--- config.mk ---
export PLATFORM = sky130hd
export DESIGN_NAME = nn_ram_arbiter
export DESIGN_NICKNAME = d
export VERILOG_FILES = /design/src/rtl/nn_ram_arbiter.sv
export SDC_FILE = /design/constraint.sdc
export NUM_CORES = 1
export LEC_CHECK = 0
export BUFFER_PORTS_ARGS = -buffer_cell sky130_fd_sc_hd__buf_2
export CAP_MARGIN = 20
export CORE_MARGIN = 5
export CORE_UTILIZATION = 45
export CTS_CLUSTER_DIAMETER = 60
export DETAILED_ROUTE_END_ITERATION = 10
export PLACE_DENSITY = 0.79
export SLEW_MARGIN = 20
export SYNTH_ARGS = -nofsm -noshare
export SYNTH_HDL_FRONTEND = slang
export SYNTH_SLANG_ARGS = --single-unit
--- constraint.sdc ---
create_clock -name clk -period 5.1 [get_ports clk]
set_clock_uncertainty 0.1 [all_clocks]
set_input_delay 0.255 -clock clk [delete_from_list [all_inputs] [get_ports clk]]
set_output_delay 0.255 -clock clk [all_outputs]
set_load 0.02 [all_outputs]
--- src/rtl/nn_ram_arbiter.sv ---
// Three-way arbiter for the shared activation RAM port: burst-held grants and a registered RAM control bus.
// Define NN_ARB_RR_EN for round-robin arbitration; the default build uses fixed priority (bit0 first).
module nn_ram_arbiter #(
  parameter int ADDR_W    = 16,
  parameter int MAX_BURST = 32
) (
  input  logic              clk,
  input  logic              reset,
  input  logic [2:0]        req,
  input  logic [2:0]        we,
  input  logic [2:0]        last,
  input  logic [ADDR_W-1:0] addr0,
  input  logic [ADDR_W-1:0] addr1,
  input  logic [ADDR_W-1:0] addr2,
  output logic [2:0]        gnt,
  output logic              en,
  output logic              r_w,
  output logic [ADDR_W-1:0] abus,
  output logic [1:0]        sel,
  output logic              busy,
  output logic              err,
  output logic [1:0]        err_id
);

  localparam int CNT_W = $clog2(MAX_BURST + 1);

  localparam logic [1:0] S_IDLE  = 2'd0;
  localparam logic [1:0] S_GRANT = 2'd1;
  localparam logic [1:0] S_GAP   = 2'd2;

  logic [1:0]        state;
  logic [CNT_W-1:0]  cnt;
  logic [1:0]        win;
  logic              own_req, own_we, own_last;
  logic [ADDR_W-1:0] own_addr;
  logic              cnt_hit;
  logic              release_beat;

  // Owner's view of the request bus; sel is 3 when nobody owns the port.
  always_comb begin
    own_req  = 1'b0;
    own_we   = 1'b0;
    own_last = 1'b0;
    own_addr = '0;
    case (sel)
      2'd0: begin own_req = req[0]; own_we = we[0]; own_last = last[0]; own_addr = addr0; end
      2'd1: begin own_req = req[1]; own_we = we[1]; own_last = last[1]; own_addr = addr1; end
      2'd2: begin own_req = req[2]; own_we = we[2]; own_last = last[2]; own_addr = addr2; end
      default: ;
    endcase
  end

  assign cnt_hit      = (cnt == CNT_W'(MAX_BURST - 1));
  assign release_beat = (state == S_GRANT) && own_req && (own_last || cnt_hit);

`ifdef NN_ARB_RR_EN
  logic [1:0] ptr;

  always_comb begin
    logic found;
    int   idx;
    win   = 2'd0;
    found = 1'b0;
    idx   = 0;
    for (int i = 0; i < 3; i++) begin
      idx = (int'(ptr) + i) % 3;
      if (!found && req[idx]) begin
        win   = 2'(idx);
        found = 1'b1;
      end
    end
  end

  always_ff @(posedge clk) begin
    if (reset)
      ptr <= 2'd0;
    else if (release_beat)
      ptr <= (sel == 2'd2) ? 2'd0 : sel + 2'd1;
  end
`else
  always_comb begin
    if (req[0])      win = 2'd0;
    else if (req[1]) win = 2'd1;
    else             win = 2'd2;
  end
`endif

  always_ff @(posedge clk) begin
    if (reset) begin
      state  <= S_IDLE;
      cnt    <= '0;
      gnt    <= 3'b000;
      en     <= 1'b0;
      r_w    <= 1'b1;
      abus   <= '0;
      sel    <= 2'd3;
      busy   <= 1'b0;
      err    <= 1'b0;
      err_id <= 2'd0;
    end else begin
      en  <= 1'b0;
      err <= 1'b0;
      case (state)
        S_IDLE: begin
          if (|req) begin
            state <= S_GRANT;
            gnt   <= 3'b001 << win;
            sel   <= win;
            busy  <= 1'b1;
            cnt   <= '0;
          end
        end
        S_GRANT: begin
          if (own_req) begin
            en   <= 1'b1;
            abus <= own_addr;
            // Direction is fixed by the first beat of the burst.
            if (cnt == '0)
              r_w <= ~own_we;
            cnt <= cnt + CNT_W'(1);
            if (own_last || cnt_hit) begin
              state <= S_GAP;
              gnt   <= 3'b000;
              sel   <= 2'd3;
              busy  <= 1'b0;
              if (!own_last) begin
                err    <= 1'b1;
                err_id <= sel;
              end
            end
          end
        end
        S_GAP:   state <= S_IDLE;
        default: state <= S_IDLE;
      endcase
    end
  end

endmodule

# After elaboration in Yosys (flattened, before gate mapping)
# Cells that the tools add are included.
dict set report totals {
  wordCells 65
  ff_bits 35
  out_inout_bits 27
  input_bits 59
}
dict set report classes {
  add_sub_neg 1
  n_reduce_logical 14
  n_shift 1
  bitwise 5
  mux 27
  n_eq_ne 7
}
# operator count
set op_table {}
lappend op_table {{$pmux 16 s3} 1}
lappend op_table {{$mux 2} 8}
lappend op_table {{$mux 6} 2}
lappend op_table {{$pmux 6 s2} 1}
lappend op_table {{$mux 3} 3}
lappend op_table {{$pmux 1 s3} 3}
lappend op_table {{$reduce_and 3->1} 3}
lappend op_table {{$pmux 2 s2} 2}
lappend op_table {{$reduce_and 4->1} 2}
lappend op_table {{$add 6x1->6 const B} 1}
lappend op_table {{$eq 6x5->1 const B} 1}
lappend op_table {{$logic_not 6->1} 1}
lappend op_table {{$pmux 3 s2} 1}
lappend op_table {{$mux 1} 5}
lappend op_table {{$not 1->1} 5}
lappend op_table {{$eq 2x1->1 const B} 2}
lappend op_table {{$logic_not 2->1} 2}
lappend op_table {{$ne 2x2->1 const B} 2}
lappend op_table {{$reduce_or 4->1} 1}
lappend op_table {{$reduce_or 3->1} 1}
lappend op_table {{$shl 1x2->3 const A} 1}
lappend op_table {{$eq 2x2->1 const B} 1}
lappend op_table {{$ne 2x1->1 const B} 1}
lappend op_table {{$pmux 1 s2} 1}
lappend op_table {{other kinds (4)} 4}

# Logic depth before layout (Yosys ltp)
# Gate-level depths: netlist (run 1).
dict set report depth {
  word_depth 6
  mapped_depth 8
  ltp_nobuf 6
}

# Least setup slack after synthesis (run 1)
# Ideal clock, no wire load.
dict set report synth_path {
  path_kind {reg2reg}
  from {reg sel[1]}
  to {reg r_w}
  arrival_ns 1.758
  required_ns 4.859
  path_stages_with_launch 8
  n_path_buf 2
  path_slack_ns 3.101
  setup_time_ns 0.141
  period_less_slack_ns 1.999
  path_cell_list {dfxtp_1 buf_6 mux2_4 a22oi_4 nor2_1 buf_2 a311oi_1 a41oi_1}
}
dict set report synth_between {
  elab_chain_cells 3
  elab_cells_between_ends 7
  cone_classes {eq/ne: 2; mux: 2; bitwise: 1; reduce/logical: 2}
}
# element line
set synth_lines {}
lappend synth_lines {{start: declaration} 19} ;# output logic [1:0] sel,
lappend synth_lines {{start signal: assignment} 108} ;# sel <= win;
lappend synth_lines {{$eq 2x2->1, or another cell as far along} 45} ;# case (sel)
lappend synth_lines {{$pmux 1 s3} 45}
lappend synth_lines {{$reduce_and 3->1 (no line) / $not 1->1 (equally long branches)} --}
lappend synth_lines {{end signal: assignment} 119} ;# r_w <= ~own_we;
lappend synth_lines {{end: declaration} 17} ;# output logic r_w,
# Several ways; a longest one is shown, not always the timed one.
# A chain may end at the register's enable or synchronous reset.

# Final worst setup path (run 1)
# Same ends and word-level chain as after synthesis.

==> summary.md, run 1 <==
| Metric | Value |
|---|---|
| WL/cell | `13.5 um` |
| Top cells by area, synth | `dfxtp_1 (40%), mux2i_1 (8.6%), nand2_1 (5.8%)` |
| Share of cells above drive strength 1 | `36.2%` |
| Worst-Margin Slew | `1.01 ns` |
| CTS root buf | `clkbuf_8` |
| Hold Vio Cnt, Final | `0` |
| Setup CP Type | `flip-flop to flip-flop` |
| Ports | `86` |
| Crit share post-route | `50.7%` |
| First-pass GRT wire length | `7.27 mm` |
| Initial core utilization | `47.0%` |
| Status | `completed` |
| Asr flop ratio synth | `0%` |
| Reg clk slew, reported paths | `0.06 ns` |
| GR Overflow Total | `0` |
| Routed via count | `1700` |
| N_diodes | `0` |
| CP Capture Type | `flip-flop` |
| Share of the synthesized area in the top cell type | `40.1%` |
| Post-synth top flop | `dfxtp_1` |
| Worst path max stage delay | `0.98 ns` |
| Synth Register Bits | `35` |
| Hold Path Class | `input port to flip-flop` |
| Total routed wirelength | `4.43 mm` |
| Synth unique cells | `36` |
| CP max stage cell | `dfxtp_1` |
| Rel. slew slack | `32.7%` |
| Worst VDD drop | `0.000184 V` |
| Hold buffer count at cts | `0` |
| Nets | `341` |
| Delay-heaviest family, CP | `flip-flops` |
| Post-synthesis to final-layout area growth | `27.9%` |
| Core Region | `0.00372 mm2` |
| Post-CTS Setup Bufs | `0` |
| Min Tclk post-route | `2.59 ns` |
| # rows | `22` |
| Max Cap Viol | `0` |
| FMAX | `386 MHz` |
| Detailed placement HPWL | `3.39 mm` |
| Number of port buffers | `85` |
| DRT antenna net count | `0` |
| CTS Sinks | `35` |
| Worst skew pair latency | `0.27 ns` |
| Final RePlAce weighted congestion | `0.757` |
| Unrepaired setup endpoints after global routing | `false` |
| Via-to-Cell Ratio | `5.20` |
| Area leader, netlist | `dfxtp_1` |
| CP startpoint kind | `flip-flop` |
| Max Fanout on Critical Path | `21` |
| WP buf/inv | `1` |
| CTS resizes | `0` |
| Post-Syn Nets | `263` |
| Vias in the first global route | `1613` |
| Total CTS buffers | `5` |
| CTS tree | `yes` |
| Post-Syn Area | `0.00175 mm2` |
| H-tree Lvls | `2` |
| Die Span X | `72.3 um` |
| Required @ worst endpoint | `5.14 ns` |
| Cell-by-cell trace of the critical path | `nor2b_1 -> a22oi_4 -> nor2_1 -> buf_4 -> a311oi_1 -> a41oi_1` |
| Arr. time, crit path | `2.63 ns` |
| Die height | `72.3 um` |
| YS warnings | `0` |
| Finish-stage setup viols | `0` |
| DRC viols | `0` |
| Post-synthesis sequential area ratio | `40.1%` |
| DR iter-0 viols | `96` |
| Count leader, synth | `dfxtp_1` |
| Top post-synthesis cells by count | `dfxtp_1 (35), nand2_1 (27), nor2_1 (19)` |
| Final Core Density | `60.2%` |
| EDFF count, synth | `0` |
| Pins Over Slew Limit | `0` |
| Antenna violations before repair | `0` |
| Pin count of the biggest net entering global routing | `33` |
| Die ar. | `0.00523 mm2` |
| Syn Area/Cell | `8.65 um2` |
| Post-route setup TNS | `0 ns` |
| Max clock buf depth | `2` |
| Leakage | `0.00103 uW` |
| GRT Overall Usage | `17.5%` |
| Drt pass-1 iters | `4` |
| Pwr dens | `285 mW/mm2` |
| Post-Synthesis Cells | `202` |
[per-layer routing]
metal,global-route usage [%],wire length [um],vias to the layer above
met4,8.98,70,0
met2,27.7,2030,56
li1,-,-,872
met3,3.74,291,6
met1,22.2,2030,766
met5,0,0,-
[cell families after synthesis]
family          after synthesis  share of synthesized area, %
xor+xnor                      4                          2.00
mux                          21                          12.7
flops                        35                          40.1
buf+inv                      21                          5.73
compound gates               43                          18.2
simple gates                 76                          19.9
fa+ha+maj                     2                          1.43
[cell usage in the layout, fill, tap and decap left out, types with 11 or more instances in the layout]
master	count
nor2_1	19
nand2_1	27
dfxtp_1	35
mux2i_1	15
nor3_1	12
buf_2	85
a21oi_1	16
o211ai_1	11
[tightest hold or removal path, stage by stage]
cell,delay (ns)
buf_2,0.08
o211ai_1,0.07
a21oi_1,0.11
[stage by stage]
| step | hold WS [ns] | power, uW | setup slack, ns | std cells | area, um2 |
|---|---|---|---|---|---|
| 2_1_floorplan | 0.288 | 420 | 3.10 | 202 | 1750 |
| 3_3_place_gp | 0.341 | 465 | 2.60 | 321 | 2160 |
| 3_5_place_dp | 0.346 | 467 | 2.52 | 321 | 2160 |
| 4_1_cts | 0.169 | 644 | 2.50 | 327 | 2240 |
| 5_1_grt | 0.184 | 676 | 2.26 | 327 | 2240 |
| 6_report | 0.175 | 637 | 2.51 | 327 | 2240 |
[flip-flops by register name, indices dropped and copies added (netlist names)]
register  count
cnt           6
err_id        2
busy          1
sel           2
r_w           1
abus         16
state         2
gnt           3
err           1
en            1
[worst paths after layout]
check,depth (start not counted),startpoint,end,slack (ns)
setup / recovery,6,sel[1]$_SDFFE_PP1P_,r_w$_SDFFE_PP1P_,2.51
hold / removal,3,addr1[14],abus[14]$_SDFFE_PP0P_,0.17
setup reg to reg,6,sel[1]$_SDFFE_PP1P_,r_w$_SDFFE_PP1P_,2.51
hold reg to reg,2,abus[14]$_SDFFE_PP0P_,abus[14]$_SDFFE_PP0P_,0.35
[layout make-up]
class | instances | area (um2)
fillers | 339 | 1480
flip-flops and latches | 35 | 701
clock buffers | 6 | 72.6
multi-input cells | 146 | 947
inverters | 6 | 22.5
repair buffers | 86 | 433
well taps | 48 | 60.1
[power by group]
| group | internal, uW | leakage, uW | switching, uW |
|---|---|---|---|
| logic | 67.1 | 0.000704 | 85.5 |
| clock network | 90.8 | 0.0000371 | 85.5 |
| registers | 289 | 0.000285 | 18.6 |
Note: power is estimated with default switching activity, not from simulation.
==> run 2, diff against run 1 <==
==> constraint.sdc (replaced) <==
create_clock -name clk -period 2.6 [get_ports clk]
set_clock_uncertainty 0.1 [all_clocks]
set_input_delay 0.13 -clock clk [delete_from_list [all_inputs] [get_ports clk]]
set_output_delay 0.13 -clock clk [all_outputs]
set_load 0.02 [all_outputs]
==> run 2 against run 1 <==
Against the previous run: power is 100% higher; critical path depth is the same; worst hold slack worse by 0.13 ns; first-iteration DRC count is 3.1% higher; design area up 2.1%; global-route usage increased by 0.13 points; via count up 2.9%; combinational power rose by 120%; clock-buffer cell count is 1 higher; critical endpoint is now abus[9]$_SDFFE_PP0P_; largest power group unchanged.
==> summary.md, run 2 (same netlist as run 1, synthesis figures left out) <==
| Metric | Value |
|---|---|
| Vias in the first global route | `1654 (was 1613)` |
| Number of port buffers | `85 (unchanged)` |
| Reg clk slew, reported paths | `0.07 ns (was 0.06 ns)` |
| Min Tclk post-route | `2.15 ns (was 2.59 ns)` |
| Ports | `86 (unchanged)` |
| Max Fanout on Critical Path | `15 (was 21)` |
| WP buf/inv | `1 (unchanged)` |
| # rows | `22 (unchanged)` |
| Leakage | `0.00105 uW (was 0.00103 uW)` |
| Antenna violations before repair | `0 (unchanged)` |
| Met1 usage | `20.6% (was 22.2%)` |
| Worst path max stage delay | `0.72 ns (was 0.98 ns)` |
| Routed via count | `1749 (was 1700)` |
| Most common cell after layout, fill and taps aside | `buf_2 (unchanged)` |
| Nets | `346 (was 341)` |
| DR iter-0 viols | `99 (was 96)` |
| Crit path capture | `abus[9]$_SDFFE_PP0P_ (was r_w$_SDFFE_PP1P_)` |
| Initial core utilization | `47.0% (unchanged)` |
| Post-route setup TNS | `0 ns (unchanged)` |
| Top reg by flops | `abus (unchanged)` |
| Die height | `72.3 um (unchanged)` |
| Crit share post-route | `82.5% (was 50.7%)` |
| Critical Path Stages | `6 (unchanged)` |
| Max FFs per register | `16 (unchanged)` |
| WL/cell | `13.9 um (was 13.5 um)` |
| Pin count of the biggest net entering global routing | `33 (unchanged)` |
| H-tree Lvls | `2 (unchanged)` |
| CP startpoint kind | `flip-flop (unchanged)` |
| GR peak layer | `met2 (unchanged)` |
| Biggest regs | `abus (16), cnt (6), gnt (3) (unchanged)` |
| R2r worst-path depth | `6 (unchanged)` |
| First-pass GRT wire length | `7.33 mm (was 7.27 mm)` |
| CP max stage cell | `nor2_1 (was dfxtp_1)` |
| Hold buffer count at cts | `0 (unchanged)` |
| Hold WS | `0.0453 ns (was 0.175 ns)` |
| Worst-Margin Slew | `0.902 ns (was 1.01 ns)` |
| GRT Overall Usage | `17.6% (was 17.5%)` |
| Core Region | `0.00372 mm2 (unchanged)` |
| Hold Path Class | `input port to flip-flop (unchanged)` |
| Worst skew pair latency | `0.27 ns (about the same)` |
| Detailed placement HPWL | `3.60 mm (was 3.39 mm)` |
| Cell-by-cell trace of the critical path | `mux2_4 -> a22oi_4 -> nor2_1 -> buf_4 -> o211ai_1 -> a21oi_1 (was nor2b_1 -> a22oi_4 -> nor2_1 -> buf_4 -> a311oi_1 -> a41oi_1)` |
| Status | `completed (unchanged)` |
| Unrepaired setup endpoints after global routing | `false (unchanged)` |
| Met3 Use GR | `4.29% (was 3.74%)` |
| Delay-heaviest family, CP | `simple AND/OR/NAND/NOR gates (was flip-flops)` |
| Met2 usage | `31.0% (was 27.7%)` |
| Pins Over Slew Limit | `0 (unchanged)` |
| Worst VDD drop | `0.000459 V (was 0.000184 V)` |
| Origin of the critical flop-to-flop path | `sel[1]$_SDFFE_PP1P_ (unchanged)` |
| Setup CP Type | `flip-flop to flip-flop (unchanged)` |
| Finish-stage setup viols | `0 (unchanged)` |
| Arr. time, crit path | `2.25 ns (was 2.63 ns)` |
| Pwr dens | `563 mW/mm2 (was 285 mW/mm2)` |
| CTS resizes | `0 (unchanged)` |
| Post-CTS Setup Bufs | `0 (unchanged)` |
| DRT antenna net count | `0 (unchanged)` |
| Total routed wirelength | `4.63 mm (was 4.43 mm)` |
| Total CTS buffers | `5 (unchanged)` |
| Die ar. | `0.00523 mm2 (unchanged)` |
| CTS root buf | `clkbuf_8 (unchanged)` |
| CTS tree | `yes (unchanged)` |
| Rel. slew slack | `39.7% (was 32.7%)` |
| Required @ worst endpoint | `2.71 ns (was 5.14 ns)` |
| Max Cap Viol | `0 (unchanged)` |
| Reg2reg setup slack | `0.45 ns (was 2.51 ns)` |
| Die Span X | `72.3 um (unchanged)` |
| N_diodes | `0 (unchanged)` |
| Drt pass-1 iters | `4 (unchanged)` |
| R2r endpoint | `abus[9]$_SDFFE_PP0P_ (was r_w$_SDFFE_PP1P_)` |
| Final RePlAce weighted congestion | `0.772 (was 0.757)` |
| CP Capture Type | `flip-flop (unchanged)` |
| Post-synthesis to final-layout area growth | `30.6% (was 27.9%)` |
| Hold Vio Cnt, Final | `0 (unchanged)` |
| Most frequent cells in the layout | `buf_2 (85), dfxtp_1 (35), nand2_1 (27) (unchanged)` |
| FMAX | `466 MHz (was 386 MHz)` |
| Max clock buf depth | `2 (unchanged)` |
| Crit path from | `sel[1]$_SDFFE_PP1P_ (unchanged)` |
| Via-to-Cell Ratio | `5.24 (was 5.20)` |
| CTS Sinks | `35 (unchanged)` |
| Share of cells above drive strength 1 | `37.4% (was 36.2%)` |
| GR Overflow Total | `0 (unchanged)` |
| DRC viols | `0 (unchanged)` |
## run 2: cell count changes in the layout (fill, tap and decap cells not counted), sizes merged
cell | before | now
clkinv | 1 | 2
clkbuf | 6 | 7
buf | 86 | 91
## run 2: worst reg2reg max path, stage by stage, from the launching register on
cell and delay (ns):
dfxtp_1 0.44, mux2_4 0.21, a22oi_4 0.11, nor2_1 0.72, buf_4 0.28, o211ai_1 0.10, a21oi_1 0.13
## run 2: report_power, final
| group | internal [uW] | switching, uW | total (uW) |
|---|---|---|---|
| Sequential | 567 | 17.5 | 585 |
| Clock | 188 | 175 | 363 |
| Combinational | 143 | 194 | 337 |
## run 2: area by class of cell
type | count | area, um2
Clock buffer | 7 | 76.3
Tap cell | 48 | 60.1
Clock inverter | 1 | 5.00
Timing Repair Buffer | 91 | 470
Fill cell | 346 | 1430
Multi-Input combinational cell | 146 | 947
Inverter | 6 | 22.5
Sequential cell | 35 | 701
## run 2: routing by layer
metal / wire (um) / part of all wire [%] / vias up
met2: 2350 / 51 / 84
met4: 76 / 1.6 / 0
met3: 424 / 9.2 / 6
met5: 0 / 0 / -
met1: 1780 / 38 / 778
li1: - / - / 881
## run 2: per-stage QoR
| stage | setup slack, ns | instances | util [%] | power, uW | cell area, um2 |
|---|---|---|---|---|---|
| 6_report | 0.454 | 334 | 61.4 | 1280 | 2280 |
| 5_1_grt | 0.245 | 334 | 61.4 | 1360 | 2280 |
| 4_1_cts | 0.428 | 334 | 61.4 | 1300 | 2280 |
| 3_5_place_dp | 0.441 | 326 | 59.2 | 933 | 2200 |
| 3_3_place_gp | 0.521 | 326 | 59.2 | 927 | 2200 |
| 2_1_floorplan | 0.601 | 202 | - | 823 | 1750 |
## run 2: worst min path at each step
| stage | startpoint | to | slack, ns | cells past startpoint |
|---|---|---|---|---|
| global placement | addr1[1] | abus[1]$_SDFFE_PP0P_ | 0.32 | 3 |
| finish | addr2[8] | abus[8]$_SDFFE_PP0P_ | 0.05 | 3 |
| CTS | addr1[10] | abus[10]$_SDFFE_PP0P_ | 0.04 | 3 |
| floorplan | req[0] | gnt[0]$_SDFFE_PP0P_ | 0.16 | 1 |
| detailed placement | addr1[10] | abus[10]$_SDFFE_PP0P_ | 0.33 | 3 |
| global route | addr1[0] | abus[0]$_SDFFE_PP0P_ | 0.06 | 3 |
==> run 3, diff against run 2 <==
--- a/config.mk
+++ b/config.mk
@@ -5,13 +5,14 @@
 export SDC_FILE = /design/constraint.sdc
 export NUM_CORES = 1
 export LEC_CHECK = 0
+export ABC_AREA = 1
 export BUFFER_PORTS_ARGS = -buffer_cell sky130_fd_sc_hd__buf_2
 export CAP_MARGIN = 20
 export CORE_MARGIN = 5
-export CORE_UTILIZATION = 45
+export CORE_UTILIZATION = 41
 export CTS_CLUSTER_DIAMETER = 60
 export DETAILED_ROUTE_END_ITERATION = 10
-export PLACE_DENSITY = 0.79
+export PLACE_DENSITY = 0.75
 export SLEW_MARGIN = 20
 export SYNTH_ARGS = -nofsm -noshare
 export SYNTH_HDL_FRONTEND = slang
==> constraint.sdc (replaced) <==
create_clock -name clk -period 1.9 [get_ports clk]
set_clock_uncertainty 0.1 [all_clocks]
set_input_delay 0.095 -clock clk [delete_from_list [all_inputs] [get_ports clk]]
set_output_delay 0.095 -clock clk [all_outputs]
set_load 0.02 [all_outputs]
==> run 3 against run 2 <==
Against the previous run: clock-buffer cell count fell by 2; design area is 8.1% higher; cell count is 24% higher; global-route usage is 0.49 points lower; combinational power up 45%; critical endpoint is now abus[12]$_SDFFE_PP0P_; highest routed layer unchanged.
==> summary.md, run 3 <==
| Metric | Value |
|---|---|
| Status | `completed (unchanged)` |
| Post-Syn Area | `0.00179 mm2 (was 0.00175 mm2)` |
| YS warnings | `0 (unchanged)` |
| CTS root buf | `clkbuf_8 (unchanged)` |
| Worst skew pair latency | `0.29 ns (was 0.27 ns)` |
| Reg clk slew, reported paths | `0.07 ns (about the same)` |
| FMAX | `582 MHz` |
| DR iter-0 viols | `83 (was 99)` |
| Post-DP Area | `0.00227 mm2 (was 0.00220 mm2)` |
| WL/cell | `12.5 um (was 13.9 um)` |
| DRT antenna net count | `0 (unchanged)` |
| CP max stage cell | `dlygate4sd3_1 (was nor2_1)` |
| Crit path from | `req[0] (was sel[1]$_SDFFE_PP1P_)` |
| Number of port buffers | `85 (unchanged)` |
| Final Instance Area | `0.00247 mm2 (was 0.00228 mm2)` |
| Leakage | `0.00125 uW (was 0.00105 uW)` |
| CP startpoint kind | `input port (was flip-flop)` |
| Worst path max stage delay | `0.53 ns (was 0.72 ns)` |
| Most frequent cells in the layout | `buf_2 (85), nand2_1 (61), nor2_1 (34), nand3_1 (34), dfxtp_1 (33) (was buf_2 (85), dfxtp_1 (35), nand2_1 (27))` |
| Nets | `423 (was 346)` |
| Total routed wirelength | `5.18 mm (was 4.63 mm)` |
| Post-CTS Setup Bufs | `0 (unchanged)` |
| Post-synthesis to final-layout area growth | `38.1% (was 30.6%)` |
| Required @ worst endpoint | `1.97 ns (was 2.71 ns)` |
| Vias in the first global route | `1736 (was 1654)` |
| Synth Register Bits | `35 (unchanged)` |
| Drt pass-1 iters | `4 (unchanged)` |
| Unrepaired setup endpoints after global routing | `false (unchanged)` |
| # rows | `24 (was 22)` |
| CTS Sinks | `35 (unchanged)` |
| Post-Syn Nets | `326 (was 263)` |
| Max clock buf depth | `2 (unchanged)` |
| Max Fanout on Critical Path | `17 (was 15)` |
| H-tree Lvls | `2 (unchanged)` |
| Post-synth top flop | `dfxtp_1 (unchanged)` |
| GRT Overall Usage | `17.1% (was 17.6%)` |
| Hold Vio Cnt, Final | `0 (unchanged)` |
| Max FFs per register | `16 (unchanged)` |
| Antenna violations before repair | `0 (unchanged)` |
| Pwr dens | `796 mW/mm2 (was 563 mW/mm2)` |
| Top cells by area, synth | `dfxtp_1 (39%), nand2_1 (13%), nand3_1 (9.5%) (was dfxtp_1 (40%), mux2i_1 (8.6%), nand2_1 (5.8%))` |
| GR Overflow Total | `0 (unchanged)` |
| CTS tree | `yes (unchanged)` |
| Hold Path Class | `input port to flip-flop (unchanged)` |
| Worst VDD drop | `0.000423 V (was 0.000459 V)` |
| Min-Delay Path Depth | `3 (unchanged)` |
| Pins Over Slew Limit | `0 (unchanged)` |
| Worst-Margin Slew | `0.566 ns (was 0.902 ns)` |
| Syn Area/Cell | `6.74 um2 (was 8.65 um2)` |
| Arr. time, crit path | `1.79 ns (was 2.25 ns)` |
| N_diodes | `0 (unchanged)` |
| CP Capture Type | `flip-flop (unchanged)` |
| Max Cap Viol | `0 (unchanged)` |
| Initial core utilization | `41.6% (was 47.0%)` |
| Share of cells above drive strength 1 | `31.7% (was 37.4%)` |
| Detailed placement HPWL | `3.97 mm (was 3.60 mm)` |
| Asr flop ratio synth | `0% (unchanged)` |
| Final RePlAce weighted congestion | `0.831 (was 0.772)` |
| Top reg by flops | `abus (unchanged)` |
| Top post-synthesis cells by count | `nand2_1 (61), dfxtp_1 (35), nand3_1 (34), nor2_1 (34), inv_1 (23) (was dfxtp_1 (35), nand2_1 (27), nor2_1 (19))` |
| Most common cell after layout, fill and taps aside | `buf_2 (unchanged)` |
| Die ar. | `0.00577 mm2 (was 0.00523 mm2)` |
| Biggest regs | `abus (16), cnt (6), gnt (3) (unchanged)` |
| Via-to-Cell Ratio | `4.99 (was 5.24)` |
| Total power | `1960 uW (was 1280 uW)` |
| Total CTS buffers | `5 (unchanged)` |
| Pin count of the biggest net entering global routing | `18 (was 33)` |
| Crit share post-route | `90.5%` |
| First-pass GRT wire length | `8.27 mm (was 7.33 mm)` |
| Finish-stage setup viols | `0 (unchanged)` |
| EDFF count, synth | `0 (unchanged)` |
| Core Region | `0.00429 mm2 (was 0.00372 mm2)` |
| Post-synthesis sequential area ratio | `39.2% (was 40.1%)` |
| Area leader, netlist | `dfxtp_1 (unchanged)` |
| Setup CP Type | `input port to flip-flop (was flip-flop to flip-flop)` |
| Cell-by-cell trace of the critical path | `dlygate4sd3_1 -> buf_2 -> nand2_1 -> nand3_2 -> nand2_4 -> clkinv_2 -> nand2_2 -> o21ai_0 (was mux2_4 -> a22oi_4 -> nor2_1 -> buf_4 -> o211ai_1 -> a21oi_1)` |
| Synth unique cells | `25 (was 36)` |
| Hold WS | `0.0137 ns (was 0.0453 ns)` |
| Hold path start | `addr2[15] (was addr2[8])` |
| Post-route setup TNS | `0 ns (unchanged)` |
| Routed via count | `2069 (was 1749)` |
| Rel. slew slack | `62.2% (was 39.7%)` |
| Count leader, synth | `nand2_1 (was dfxtp_1)` |
| Die height | `76.0 um (was 72.3 um)` |
| DRC viols | `0 (unchanged)` |
| Share of the synthesized area in the top cell type | `39.2% (was 40.1%)` |
| Ports | `86 (unchanged)` |
| R2r worst-path depth | `8 (was 6)` |
| Die Span X | `76.0 um (was 72.3 um)` |
| Min Tclk post-route | `1.72 ns` |
| Origin of the critical flop-to-flop path | `sel[0]$_SDFFE_PP1P_ (was sel[1]$_SDFFE_PP1P_)` |
| Post-Synthesis Cells | `265 (was 202)` |
## run 3: cell types whose count changed after synthesis, sizes merged, moves of 5 or more
| cell | delta |
|---|---|
| nor2 | +18 |
| clkbuf | -5 |
| inv | +20 |
| mux2i | -15 |
| nor3 | -8 |
| nand2 | +40 |
| o21ai | +21 |
| mux2 | -6 |
| o211ai | -10 |
| nand3 | +30 |
## run 3: metal layers
metal	share of wire [%]	wire length, um	vias to the layer above	GRT usage [%]
met2	48	2470	73	27.6
li1	-	-	1060	-
met1	42	2170	928	21.5
met3	9.0	465	8	5.91
met5	0	0	-	0
met4	1.6	84	0	4.98
## run 3: cells by family after synthesis
kind of cell | after synthesis | share of synthesized area (%)
buf+inv | 35 | 8.34
compound gates | 50 | 16.1
fa+ha+maj | 2 | 1.40
flops | 35 | 39.2
simple gates | 143 | 34.9
## run 3: final cells by class
class | instances | area, um2
fill | 418 | 1830
sequential | 35 | 703
clock buffer | 5 | 68.8
clock inverter | 3 | 43.8
tap | 52 | 65.1
inverter | 26 | 98.8
timing repair buffer | 99 | 551
multi-input combinational | 195 | 936
## run 3: worst paths after layout
kind                            to  slack (ns)
max          abus[12]$_SDFFE_PP0P_        0.18
min          abus[15]$_SDFFE_PP0P_        0.01
max reg2reg  abus[12]$_SDFFE_PP0P_        0.19
min reg2reg       r_w$_SDFFE_PP1P_        0.37
## run 3: report_power, final
part           leakage, uW  internal [uW]  switching (uW)
sequential        0.000284            777            33.1
combinational     0.000911            192             297
clock            0.0000581            390             273
## run 3: critical path: cells and delay by family
family | cells | cell delay [ns]
buf+inv | 3 | 0.91
compound gates | 1 | 0.12
simple gates | 4 | 0.67
## run 3: per-stage QoR
step | instances | utilization (%) | setup WS, ns
after detailed placement | 399 | 52.9 | 0.132
after floorplan | 265 | - | 0.197
after global routing | 415 | 57.4 | 0.0150
final | 415 | 57.4 | 0.181
after global placement | 399 | 52.9 | 0.240
after CTS | 415 | 57.4 | 0.118
## run 3: repair_timing
item	in CTS	in global routing
setup endpoints to repair	0	7
endpoints found under the hold margin	8	0
hold buffers	8	0
gates resized for setup	0	2
